File: src/rtl/jt49_stereo_if.sv
`default_nettype none
// ============================================================================
//  Module      : jt49_stereo_if
//  Description : Bundle between the JT49 channel source and the stereo mixer.
//                The source drives the sample strobe, the mix mode and the
//                three unsigned 8-bit channel levels. The mixer returns the
//                10-bit left/right samples, a one-cycle valid strobe and busy.
//  Signals     : clk_en      sample strobe, one clk wide
//                mode[1:0]   00/11 mono, 01 ABC, 10 ACB
//                A/B/C[7:0]  channel levels, unsigned
//                left/right  10-bit unsigned outputs
//                valid       high for the cycle in which left/right update
//                busy        high while a mix/filter pass is in flight
//  Revision    : 1.0  initial release
// ============================================================================
interface jt49_stereo_if;
    logic       clk_en;
    logic [1:0] mode;
    logic [7:0] A;
    logic [7:0] B;
    logic [7:0] C;
    logic [9:0] left;
    logic [9:0] right;
    logic       valid;
    logic       busy;

    modport master (
        output clk_en, mode, A, B, C,
        input  left, right, valid, busy
    );

    modport slave (
        input  clk_en, mode, A, B, C,
        output left, right, valid, busy
    );
endinterface
`default_nettype wire

File: src/rtl/jt49_stereo.sv
`default_nettype none
// ============================================================================
//  Module      : jt49_stereo
//  Description : Latches the three JT49 channel levels on a sample strobe,
//                forms a mono, ABC or ACB stereo mix, passes both sides
//                through a one-pole low-pass (acc += mix - acc>>SHIFT) and
//                presents registered left/right with a one-cycle valid.
//  Parameters  : SHIFT       low-pass exponent 0..6, 0 bypasses the filter
//  Ports       : clk         system clock, rising edge
//                rst         synchronous active-high reset
//                bus         jt49_stereo_if slave (strobe, mode, A/B/C in;
//                            left/right/valid/busy out)
//  Revision    : 1.0  initial release
// ============================================================================
module jt49_stereo #(
    parameter int SHIFT = 2
) (
    input  wire logic   clk,
    input  wire logic   rst,
    jt49_stereo_if.slave bus
);

    localparam int c_ACC_W = 10 + SHIFT;

    typedef enum logic [1:0] {
        S_IDLE = 2'd0,
        S_SUM  = 2'd1,
        S_FILT = 2'd2,
        S_OUT  = 2'd3
    } state_t;

    state_t r_state;
    state_t w_state_next;
    logic   r_pending;
    logic   w_pending_next;
    logic   w_load;

    logic [7:0]         r_a, r_b, r_c;
    logic [1:0]         r_m;
    logic [9:0]         w_mix_l, w_mix_r;
    logic [9:0]         r_mix_l, r_mix_r;
    logic [c_ACC_W-1:0] r_acc_l, r_acc_r;
    logic [c_ACC_W-1:0] w_acc_l_next, w_acc_r_next;
    logic [9:0]         r_left, r_right;

    // ------------------------------------------------------------------
    // Sequencer
    // ------------------------------------------------------------------
    always_ff @(posedge clk) begin
        if (rst) begin
            r_state   <= S_IDLE;
            r_pending <= 1'b0;
        end else begin
            r_state   <= w_state_next;
            r_pending <= w_pending_next;
        end
    end

    always_comb begin
        w_state_next   = r_state;
        w_pending_next = r_pending;
        w_load         = 1'b0;
        case (r_state)
            S_IDLE: begin
                w_pending_next = 1'b0;
                if (bus.clk_en) begin
                    w_load       = 1'b1;
                    w_state_next = S_SUM;
                end
            end
            S_SUM: begin
                w_state_next = S_FILT;
                // One-deep: a second strobe while pending is already set
                // simply leaves the flag set, i.e. it is dropped.
                if (bus.clk_en) w_pending_next = 1'b1;
            end
            S_FILT: begin
                w_state_next = S_OUT;
                if (bus.clk_en) w_pending_next = 1'b1;
            end
            S_OUT: begin
                // A strobe arriving in OUT itself is handled like a pending
                // one; with pending already set such a strobe is dropped.
                w_pending_next = 1'b0;
                if (r_pending || bus.clk_en) begin
                    w_load       = 1'b1;
                    w_state_next = S_SUM;
                end else begin
                    w_state_next = S_IDLE;
                end
            end
            default: begin
                w_state_next   = S_IDLE;
                w_pending_next = 1'b0;
            end
        endcase
    end

    assign bus.busy  = (r_state != S_IDLE);
    assign bus.valid = (r_state == S_OUT);

    // ------------------------------------------------------------------
    // Input latches: a pending pass captures the channels at the edge it
    // actually starts, not at the edge its strobe arrived.
    // ------------------------------------------------------------------
    always_ff @(posedge clk) begin
        if (rst) begin
            r_a <= 8'd0;
            r_b <= 8'd0;
            r_c <= 8'd0;
            r_m <= 2'd0;
        end else if (w_load) begin
            r_a <= bus.A;
            r_b <= bus.B;
            r_c <= bus.C;
            r_m <= bus.mode;
        end
    end

    // ------------------------------------------------------------------
    // Mixer (max 765, fits 10 bits)
    // ------------------------------------------------------------------
    always_comb begin
        w_mix_l = 10'd0;
        w_mix_r = 10'd0;
        case (r_m)
            2'b01: begin
                w_mix_l = {1'b0, r_a, 1'b0} + {2'b00, r_b};
                w_mix_r = {1'b0, r_c, 1'b0} + {2'b00, r_b};
            end
            2'b10: begin
                w_mix_l = {1'b0, r_a, 1'b0} + {2'b00, r_c};
                w_mix_r = {1'b0, r_b, 1'b0} + {2'b00, r_c};
            end
            default: begin
                w_mix_l = {2'b00, r_a} + {2'b00, r_b} + {2'b00, r_c};
                w_mix_r = w_mix_l;
            end
        endcase
    end

    always_ff @(posedge clk) begin
        if (rst) begin
            r_mix_l <= 10'd0;
            r_mix_r <= 10'd0;
        end else if (r_state == S_SUM) begin
            r_mix_l <= w_mix_l;
            r_mix_r <= w_mix_r;
        end
    end

    // ------------------------------------------------------------------
    // One-pole low-pass. acc - (acc >> SHIFT) never underflows and the
    // accumulator settles at mix << SHIFT, so c_ACC_W bits never overflow.
    // The output register takes the new accumulator on the edge entering
    // OUT so data and valid line up.
    // ------------------------------------------------------------------
    assign w_acc_l_next = r_acc_l - (r_acc_l >> SHIFT) + c_ACC_W'(r_mix_l);
    assign w_acc_r_next = r_acc_r - (r_acc_r >> SHIFT) + c_ACC_W'(r_mix_r);

    always_ff @(posedge clk) begin
        if (rst) begin
            r_acc_l <= '0;
            r_acc_r <= '0;
            r_left  <= 10'd0;
            r_right <= 10'd0;
        end else if (r_state == S_FILT) begin
            r_acc_l <= w_acc_l_next;
            r_acc_r <= w_acc_r_next;
            r_left  <= w_acc_l_next[c_ACC_W-1:SHIFT];
            r_right <= w_acc_r_next[c_ACC_W-1:SHIFT];
        end
    end

    assign bus.left  = r_left;
    assign bus.right = r_right;

endmodule
`default_nettype wire

File: src/flat_wrapper.sv
// flat-port wrapper written by rule: the top's interface ports become plain ports
module jt49_stereo_flat 
#(
    parameter int SHIFT = 2
)
  (clk, rst, bus_clk_en, bus_mode, bus_A, bus_B, bus_C, bus_left, bus_right, bus_valid, bus_busy);
  jt49_stereo_if bus_i ();
  input  wire logic clk;
  input  wire logic rst;
  input wire logic [$bits(bus_i.clk_en)-1:0] bus_clk_en;
  input wire logic [$bits(bus_i.mode)-1:0] bus_mode;
  input wire logic [$bits(bus_i.A)-1:0] bus_A;
  input wire logic [$bits(bus_i.B)-1:0] bus_B;
  input wire logic [$bits(bus_i.C)-1:0] bus_C;
  output wire logic [$bits(bus_i.left)-1:0] bus_left;
  output wire logic [$bits(bus_i.right)-1:0] bus_right;
  output wire logic [$bits(bus_i.valid)-1:0] bus_valid;
  output wire logic [$bits(bus_i.busy)-1:0] bus_busy;
  assign bus_i.clk_en = bus_clk_en;
  assign bus_i.mode = bus_mode;
  assign bus_i.A = bus_A;
  assign bus_i.B = bus_B;
  assign bus_i.C = bus_C;
  assign bus_left = bus_i.left;
  assign bus_right = bus_i.right;
  assign bus_valid = bus_i.valid;
  assign bus_busy = bus_i.busy;
  jt49_stereo #(.SHIFT(SHIFT)) u_core (.clk(clk), .rst(rst), .bus(bus_i));
endmodule
File: config.mk
export PLATFORM = sky130hd
export DESIGN_NAME = jt49_stereo_flat
export DESIGN_NICKNAME = d
export VERILOG_FILES = /design/src/rtl/jt49_stereo_if.sv /design/src/rtl/jt49_stereo.sv /design/src/flat_wrapper.sv
export SDC_FILE = /design/constraint.sdc
export NUM_CORES = 1
export LEC_CHECK = 0
export BUFFER_PORTS_ARGS = -buffer_cell sky130_fd_sc_hd__buf_2
export CORE_MARGIN = 2
export CORE_UTILIZATION = 25
export DETAILED_ROUTE_END_ITERATION = 6
export PLACE_DENSITY = 0.38
export SETUP_SLACK_MARGIN = 0.1
export SYNTH_ARGS = -nofsm -noshare
export SYNTH_HDL_FRONTEND = slang
export SYNTH_SLANG_ARGS = --single-unit
File: constraint.sdc
create_clock -name clk -period 2.91 [get_ports clk]
set_input_delay 0.582 -clock clk [delete_from_list [all_inputs] [get_ports clk]]
set_output_delay 0.582 -clock clk [all_outputs]
set_load 0.01 [all_outputs]
Yosys cells after proc, flatten, opt, wreduce, memory -nomap -nowiden:

Cells that the tools add are included.

* add/subtract/negate cells: 10
* equality and inequality tests: 7
* multiplexer cells: 10
* reductions and logical operators: 5

Operators by type and width (number)
* $add 9x8->10: 4
* $pmux 10 s2: 2
* $add 12x10->12: 2
* $sub 12x10->12: 2
* $add 10x8->10: 1
* $add 8x8->9: 1
* $pmux 2 s4: 1
* $eq 2x2->1 const B: 3
* $eq 2x1->1 const B: 2
* $mux 1: 4
* $pmux 1 s2: 2
* $reduce_or 2->1: 2
* $logic_not 2->1: 1
* $mux 2: 1
* $ne 2x1->1 const B: 1
* $ne 2x2->1 const B: 1
* $reduce_bool 2->1: 1
* $logic_or 1x1->1: 1

* bits in registers: 93
* input port bits: 29
* logic and storage cells: 44

Logic depth before layout (Yosys ltp):

Gate-level depths: netlist of run 1.

* depth after elaboration: 3
* mapped depth: 14

Least setup slack after synthesis of run 1:

No wires, ideal clock.

* kind: reg2reg
* start point: register u_core.r_m[0]
* end point: register u_core.r_mix_l[8]
* arrival time: 3008 ps
* data required time: 2819 ps
* setup slack: -189 ps
* stages on the path, launching flop included: 13
* period minus slack after synthesis: 3099 ps
* cell sequence: dfxtp_1 inv_1 ha_1 clkbuf_1 buf_1 mux2_2 ha_1 and3_1 a2111oi_1 a21oi_1 xor2_1 nand2_1 a311oi_1

* cells in the longest elaborated chain, start to end: 2
* elaborated cells between the ends (all ways): 3
* those cells by class: 2 x eq/ne; 1 x mux

RTL lines
* start: declaration: RTL line jt49_stereo.sv:39 `logic [1:0] r_m;`
* start signal: assignment: RTL line jt49_stereo.sv:116 `r_m <= bus.mode;`
* $eq 2x2->1 / $eq 2x1->1 (equally long branches): RTL line jt49_stereo.sv:126 `case (r_m)`
* $pmux 10 s2 *: RTL line jt49_stereo.sv:126
* end signal: assignment: RTL line jt49_stereo.sv:147 `r_mix_l <= w_mix_l;`
* end: declaration: RTL line jt49_stereo.sv:41 `logic [9:0] r_mix_l, r_mix_r;`

Mark *: on every way between the ends. The rest lies on a longest branch, timed or not.
A chain may end at the register's enable or synchronous reset.

Final worst setup path of run 1:

* start point: register u_core.r_b[0]
* end point: register u_core.r_mix_l[8]

* cells in the longest elaborated chain, start to end: 3
* elaborated cells between the ends (all ways): 4
* those cells by class: 3 x add/sub; 1 x mux

RTL lines
* start: declaration: RTL line jt49_stereo.sv:38 `logic [7:0] r_a, r_b, r_c;`
* start signal: assignment: RTL line jt49_stereo.sv:114 `r_b <= bus.B;`
* $add 8x8->9: RTL line jt49_stereo.sv:136 `w_mix_l = {2'b00, r_a} + {2'b00, r_b} + {2'b00, r_c};`
* $add 10x8->10: RTL line jt49_stereo.sv:136
* $pmux 10 s2 *: RTL line jt49_stereo.sv:126

Marks and branches as above.

==> results of run 1 <==
==> logic make-up after synthesis <==
family                     after synthesis  synth area share
and+or+nand+nor                        211             0.151
adders and majority gates               94             0.219
xor gates and xnor gates                30            0.0421
DFF                                     72             0.231
muxes                                   17            0.0289
buffers and inverters                  149             0.102
AOI/OAI and AO/OA                      213             0.226
==> worst reg2reg max path, cell delays in order (launching register included) <==
cell      delay [ns]
dfxtp_2         0.33
ha_2            0.17
inv_1           0.05
fa_2            0.51
inv_1           0.06
fa_1            0.44
a21oi_1         0.21
o211ai_1        0.17
o41ai_2         0.26
and3_1          0.23
o21ai_1         0.07
a311oi_1        0.23
==> where the power goes <==
group | total, mW | internal, mW | switching [mW]
Clock | 1.16 | 0.683 | 0.472
Combinational | 7.84 | 3.58 | 4.26
Sequential | 1.68 | 1.35 | 0.339
Total | 10.7 | 5.60 | 5.07
==> flip-flops by register name (all words and copies together), names as in the netlist <==
register / count
u_core.bus.left: 10
u_core.r_c: 8
u_core.r_mix_r: 9
u_core.r_state: 2
u_core.r_b: 8
u_core.r_pending: 1
u_core.bus.right: 10
u_core.r_acc_r: 2
u_core.r_m: 2
u_core.r_mix_l: 10
u_core.r_acc_l: 2
u_core.r_a: 8
==> routing by layer <==
layer	GRT usage	share of wire
met1	0.192	0.51
met2	0.229	0.46
met3	0.0227	0.021
met4	0.0302	0.0091
met5	0	0
==> cell usage after synthesis, types with 6 or more instances <==
master    instances
o21ai_1          17
mux2_2            7
a21oi_1          59
nor3_1           24
clkbuf_1         19
inv_1           100
xnor2_1          17
o21ai_0          21
buf_4            20
o21a_1           11
nor2b_1           6
nand3_1          10
xor2_1           13
o22ai_1           8
o21bai_1         11
dfxtp_1          72
nand2_1          80
fa_1             25
a22oi_1           6
a21o_1           15
a211oi_1         25
ha_1             69
mux2i_1           9
nor2_1           61
buf_1             8
==> worst max-delay path by stage <==
stage | end | slack, ns | cells after the start
after detailed placement | u_core.r_mix_l[8] | -0.02 | 14
after global placement | u_core.r_mix_l[8] | -0.03 | 14
after floorplan | u_core.r_mix_l[8] | 0.08 | 14
after global routing | u_core.r_mix_r[6] | -0.07 | 15
after CTS | u_core.r_mix_r[6] | 0.09 | 15
final | u_core.r_mix_l[8] | 0.11 | 11
==> metrics by stage <==
| stage | setup slack [ns] | total power [mW] | std cells | utilization |
|---|---|---|---|---|
| 2_1_floorplan | 0.0778 | 7.09 | 786 | - |
| 3_3_place_gp | -0.0276 | 9.18 | 1170 | 0.290 |
| 3_5_place_dp | -0.0191 | 9.12 | 1170 | 0.290 |
| 4_1_cts | 0.0932 | 10.4 | 1186 | 0.305 |
| 5_1_grt | -0.0716 | 11.9 | 1186 | 0.312 |
| 6_report | 0.107 | 10.7 | 1186 | 0.312 |
==> cell type report <==
class	instances	area (µm²)
clock buffer	10	239
clock inverter	5	56.3
fill	2698	16800
inverter	100	375
multi-input combinational	565	4370
sequential	72	1460
tap	324	405
timing repair buffer	110	701
==> what timing repair did <==
action / 4_1_cts / 5_1_grt
resized for setup: 15 / 35
setup endpoints to repair: 7 / 15
pin swaps: 12 / 12
setup buffers: 1 / 0
gates cloned: 0 / 0
hold endpoints to repair: 0 / 0
==> results_dict.tcl, run 1 <==
set metrics [dict create \
    yosysWarnings 0 \
    crit_chain "ha_2, inv_1, fa_2, inv_1, fa_1, a21oi_1, o211ai_1, o41ai_2, and3_1, o21ai_1, a311oi_1" \
    synth_fp_nets 909 \
    clock_path_buffers 2 \
    async_reset_ff_frac 0 \
    synth_edf_count 0 \
    rr_startpoint "u_core.r_b[0]" \
    max-vdd-ir-drop_mv 0.475 \
    path_max_fanout 2 \
    ys_types 59 \
    io_buffers 50 \
    drt_pass1_iterations 4 \
    clkSinkCount 72 \
    die_x_um 162 \
    tritoncts "done" \
    syn_area_mm2 0.00624 \
    die_h_um 162 \
    r2r_slack_ns 0.11 \
    hpwl_um 14100 \
    hold_viol_final 0 \
    synth_flop_cell "dfxtp_1" \
    fin_crit_ns 2.80 \
    holdPathStages 3 \
    io_pins 51 \
    fmaxAchievable_ghz 0.357 \
    timing.rr.end "u_core.r_mix_l[8]" \
    design_area_mm2 0.00761 \
    synth_seq_cells 72 \
    synthTopCellsByArea "dfxtp_1 23%, ha_1 14%, fa_1 8.0%" \
    min_to "u_core.r_a[0]" \
    wl_per_cell_um 14.8 \
    min_from "bus_A[0]" \
    overflow 0 \
    vias 5365 \
    ys_seq_area_frac 0.231 \
    final_cell_mix "100 x inv_1, 80 x nand2_1, 64 x ha_1" \
    initial_utilization 0.256 \
    drive_gt1_frac 0.216 \
    crit_buf_inv 2 \
    post_dp_cell_area_mm2 0.00708 \
    critical_path_required_ns 3.17 \
    core-area_mm2 0.0244 \
    cp-end-kind "flip-flop" \
    timing.final.crit_share 0.963 \
    setup_viol_count_final 0 \
    min_path_type "input pin to flip-flop" \
    vias_per_cell 4.52 \
    gp_congestion 0.791 \
    antenna_left 0 \
    skew_ns 0.00938 \
    startpoint_type "flip-flop" \
    grt_pass1_wl_um 29000 \
    cpPeakStageDelay_ns 0.51 \
    tightest_slew_ns 0.575 \
    r2r_cells 11 \
    grt_max_degree 30 \
    slew_viol_final 0 \
    htreeDepth 3 \
    p_per_area_mw_per_mm2 1400 \
    clockRootBuffer "clkbuf_16" \
    syn_to_final_growth_pct 22.0 \
    yosysTopAreaCellShare 0.231 \
    leakagePower_nw 3.44 \
    hold_buffers 0 \
    whs_ns 0.466 \
    maxSlewHeadroom 0.616 \
    layout.nets 981 \
    startpoint "u_core.r_b[0]" \
    arrival_ns 3.06 \
    rsz0062_at_grt "true" \
    max-cap-violations 0 \
    std_cell_rows 57 \
    cp_top_family "adder cells" \
    grt_use_total 0.139 \
    fin_tns_setup_ns 0 \
    clock_latency_ns 0.35 \
    crit_type "flip-flop to flip-flop" \
    synth_largest_area_cell "dfxtp_1" \
    critPathSlowestCell "fa_2" \
    wirelength_um 17600 \
    path_common_cell "inv_1" \
    die_area_mm2 0.0262 \
    synth_area_per_cell_um2 7.94 \
    drt_first_iter_violations 268 \
    grt_pass1_vias 5396 \
    drc 0 \
    synthCells 786 \
    diodes 0 \
    mostFrequentLayoutCell "inv_1" \
    antenna_found_initial 0 \
    numCtsBuffers 9 \
    outcome "complete, no violations" \
    clkTransAtPathRegs_ns 0.06 \
]
Power figures use the tool's default switching activity.
==> run 2: changes to the inputs <==
--- a/config.mk
+++ b/config.mk
@@ -9,7 +9,7 @@
 export CORE_MARGIN = 2
 export CORE_UTILIZATION = 25
 export DETAILED_ROUTE_END_ITERATION = 6
-export PLACE_DENSITY = 0.38
+export PLACE_DENSITY_LB_ADDON = 0.05
 export SETUP_SLACK_MARGIN = 0.1
 export SYNTH_ARGS = -nofsm -noshare
 export SYNTH_HDL_FRONTEND = slang
==> run 2 against run 1 <==
- hold slack better by 0.0084 ns
- count of clock-buffer cells in the layout fell by 1
- via count is 2.6% higher
- clock skew increased by 0.0024 ns
- largest power group unchanged
- wire length is 7.0% higher
- first-iteration DRC count decreased by 8.2%
- worst setup slack improved by 0.013 ns
- sequential share of layout area down 0.43 points
- critical path type unchanged
- critical path depth grew 4
- design area up 2.4%
- register-to-register slack barely moved
- sequential power about the same
==> results_dict.tcl, run 2 (synthesized netlist as in run 1, its figures left out) <==
set metrics [dict create \
    fmaxAchievable_ghz 0.358 \
    arrival_ns 3.04 \
    htreeDepth 3 \
    diodes 0 \
    rsz0062_at_grt "true" \
    outcome "complete, no violations" \
    critical_path_required_ns 3.16 \
    power_mw 11.0 \
    grt_max_degree 39 \
    clock_latency_ns 0.35 \
    maxSlewHeadroom 0.560 \
    wl_per_cell_um 15.8 \
    path_max_fanout 2 \
    skew_ns 0.0118 \
    die_h_um 162 \
    fin_util 0.319 \
    crit_buf_inv 1 \
    hold_viol_final 0 \
    dp_cells 1170 \
    gp_congestion 0.796 \
    max-cap-violations 0 \
    grt_pass1_wl_um 30600 \
    vias_per_cell 4.62 \
    core-area_mm2 0.0244 \
    wirelength_um 18800 \
    die_x_um 162 \
    path_common_cell "nor2_1" \
    p_per_area_mw_per_mm2 1410 \
    mostFrequentLayoutCell "inv_1" \
    numCtsBuffers 9 \
    setup_viol_count_final 0 \
    grt_pass1_vias 5534 \
    overflow 0 \
    min_from "bus_A[2]" \
    clock_path_buffers 2 \
    drt_first_iter_violations 246 \
    startpoint "u_core.r_b[1]" \
    tightest_slew_ns 0.659 \
    hpwl_um 14800 \
    final_cell_mix "96 x inv_1, 80 x nand2_1, 61 x buf_4, 61 x dfxtp_1" \
    max-vdd-ir-drop_mv 0.432 \
    crit_type "flip-flop to flip-flop" \
    crit_chain "ha_4, a21o_1, a21oi_2, nor2b_1, o21a_1, buf_4, o41ai_4, xnor2_2, ha_2, nor2_1, nor2_1, o41ai_2, and3_1, o21ai_1, a311oi_1" \
    critPathSlowestCell "dfxtp_2" \
    cpPeakStageDelay_ns 0.34 \
    antenna_found_initial 0 \
    drc 0 \
    die_area_mm2 0.0262 \
    instances_no_fill 1191 \
    clkSinkCount 72 \
    leakagePower_nw 3.48 \
    syn_to_final_growth_pct 24.9 \
    cp-end-kind "flip-flop" \
    min_path_type "input pin to flip-flop" \
    slew_viol_final 0 \
    std_cell_rows 57 \
    initial_utilization 0.256 \
    clockRootBuffer "clkbuf_16" \
    cp_top_family "compound AO/OA/AOI/OAI gates" \
    rr_startpoint "u_core.r_b[1]" \
    layout.nets 985 \
    startpoint_type "flip-flop" \
    fillers 2651 \
    io_pins 51 \
    vias 5502 \
    grt_use_total 0.149 \
    tritoncts "done" \
    antenna_left 0 \
    timing.final.crit_share 0.959 \
    drive_gt1_frac 0.233 \
    hold_buffers 0 \
    clkTransAtPathRegs_ns 0.07 \
    io_buffers 50 \
    drt_pass1_iterations 4 \
    fin_crit_ns 2.79 \
]
[run 2: final timing paths]
path	endpoint	slack [ns]	cells after the start
hold reg to reg	u_core.r_mix_r[3]	0.48	2
setup reg to reg	u_core.r_mix_l[8]	0.12	15
setup / recovery	u_core.r_mix_l[8]	0.12	15
hold / removal	u_core.r_a[2]	0.47	3
[run 2: layer usage]
metal  wire length, µm  track usage  vias up
li1                  -            -     2843
met1              9150        0.200     2566
met2              8930        0.248       77
met3               439       0.0227       16
met4               301       0.0451        0
met5                 0            0        -
[run 2: repair_timing]
| action | 4_1_cts | 5_1_grt |
|---|---|---|
| endpoints found under the setup margin | 9 | 15 |
| setup buffers | 1 | 4 |
| gates resized for setup | 18 | 51 |
| pin swaps | 14 | 16 |
[run 2: area by class of cell]
type / instances / area, µm² / area share
Clock buffer: 9 / 225 / 0.0289
Clock inverter: 7 / 100 / 0.0129
Inverter: 100 / 378 / 0.0485
Multi-Input combinational cell: 565 / 4470 / 0.574
Sequential cell: 72 / 1460 / 0.187
Tap cell: 324 / 405 / 0.0521
Timing Repair Buffer: 114 / 751 / 0.0964
[run 2: tightest hold or removal path: cells and delay by family]
family,cells,cell delay (ns)
AOI/OAI and AO/OA,1,0.05
buffers and inverters,1,0.10
and+or+nand+nor,1,0.04
[run 2: per-stage QoR]
step	TNS, ns	setup WS (ns)	area [µm²]	hold WS (ns)
2_1_floorplan	0	0.0778	6240	0.452
3_3_place_gp	-0.0534	-0.0534	7100	0.466
3_5_place_dp	-0.0750	-0.0750	7100	0.471
4_1_cts	0	0.0393	7510	0.460
5_1_grt	-0.139	-0.0572	7790	0.467
6_report	0	0.120	7790	0.474
[run 2: power by group]
part	internal (mW)	switching, mW	total (mW)
registers	1.35	0.326	1.68
clock network	0.762	0.513	1.28
logic	3.67	4.40	8.06
total	5.78	5.24	11.0
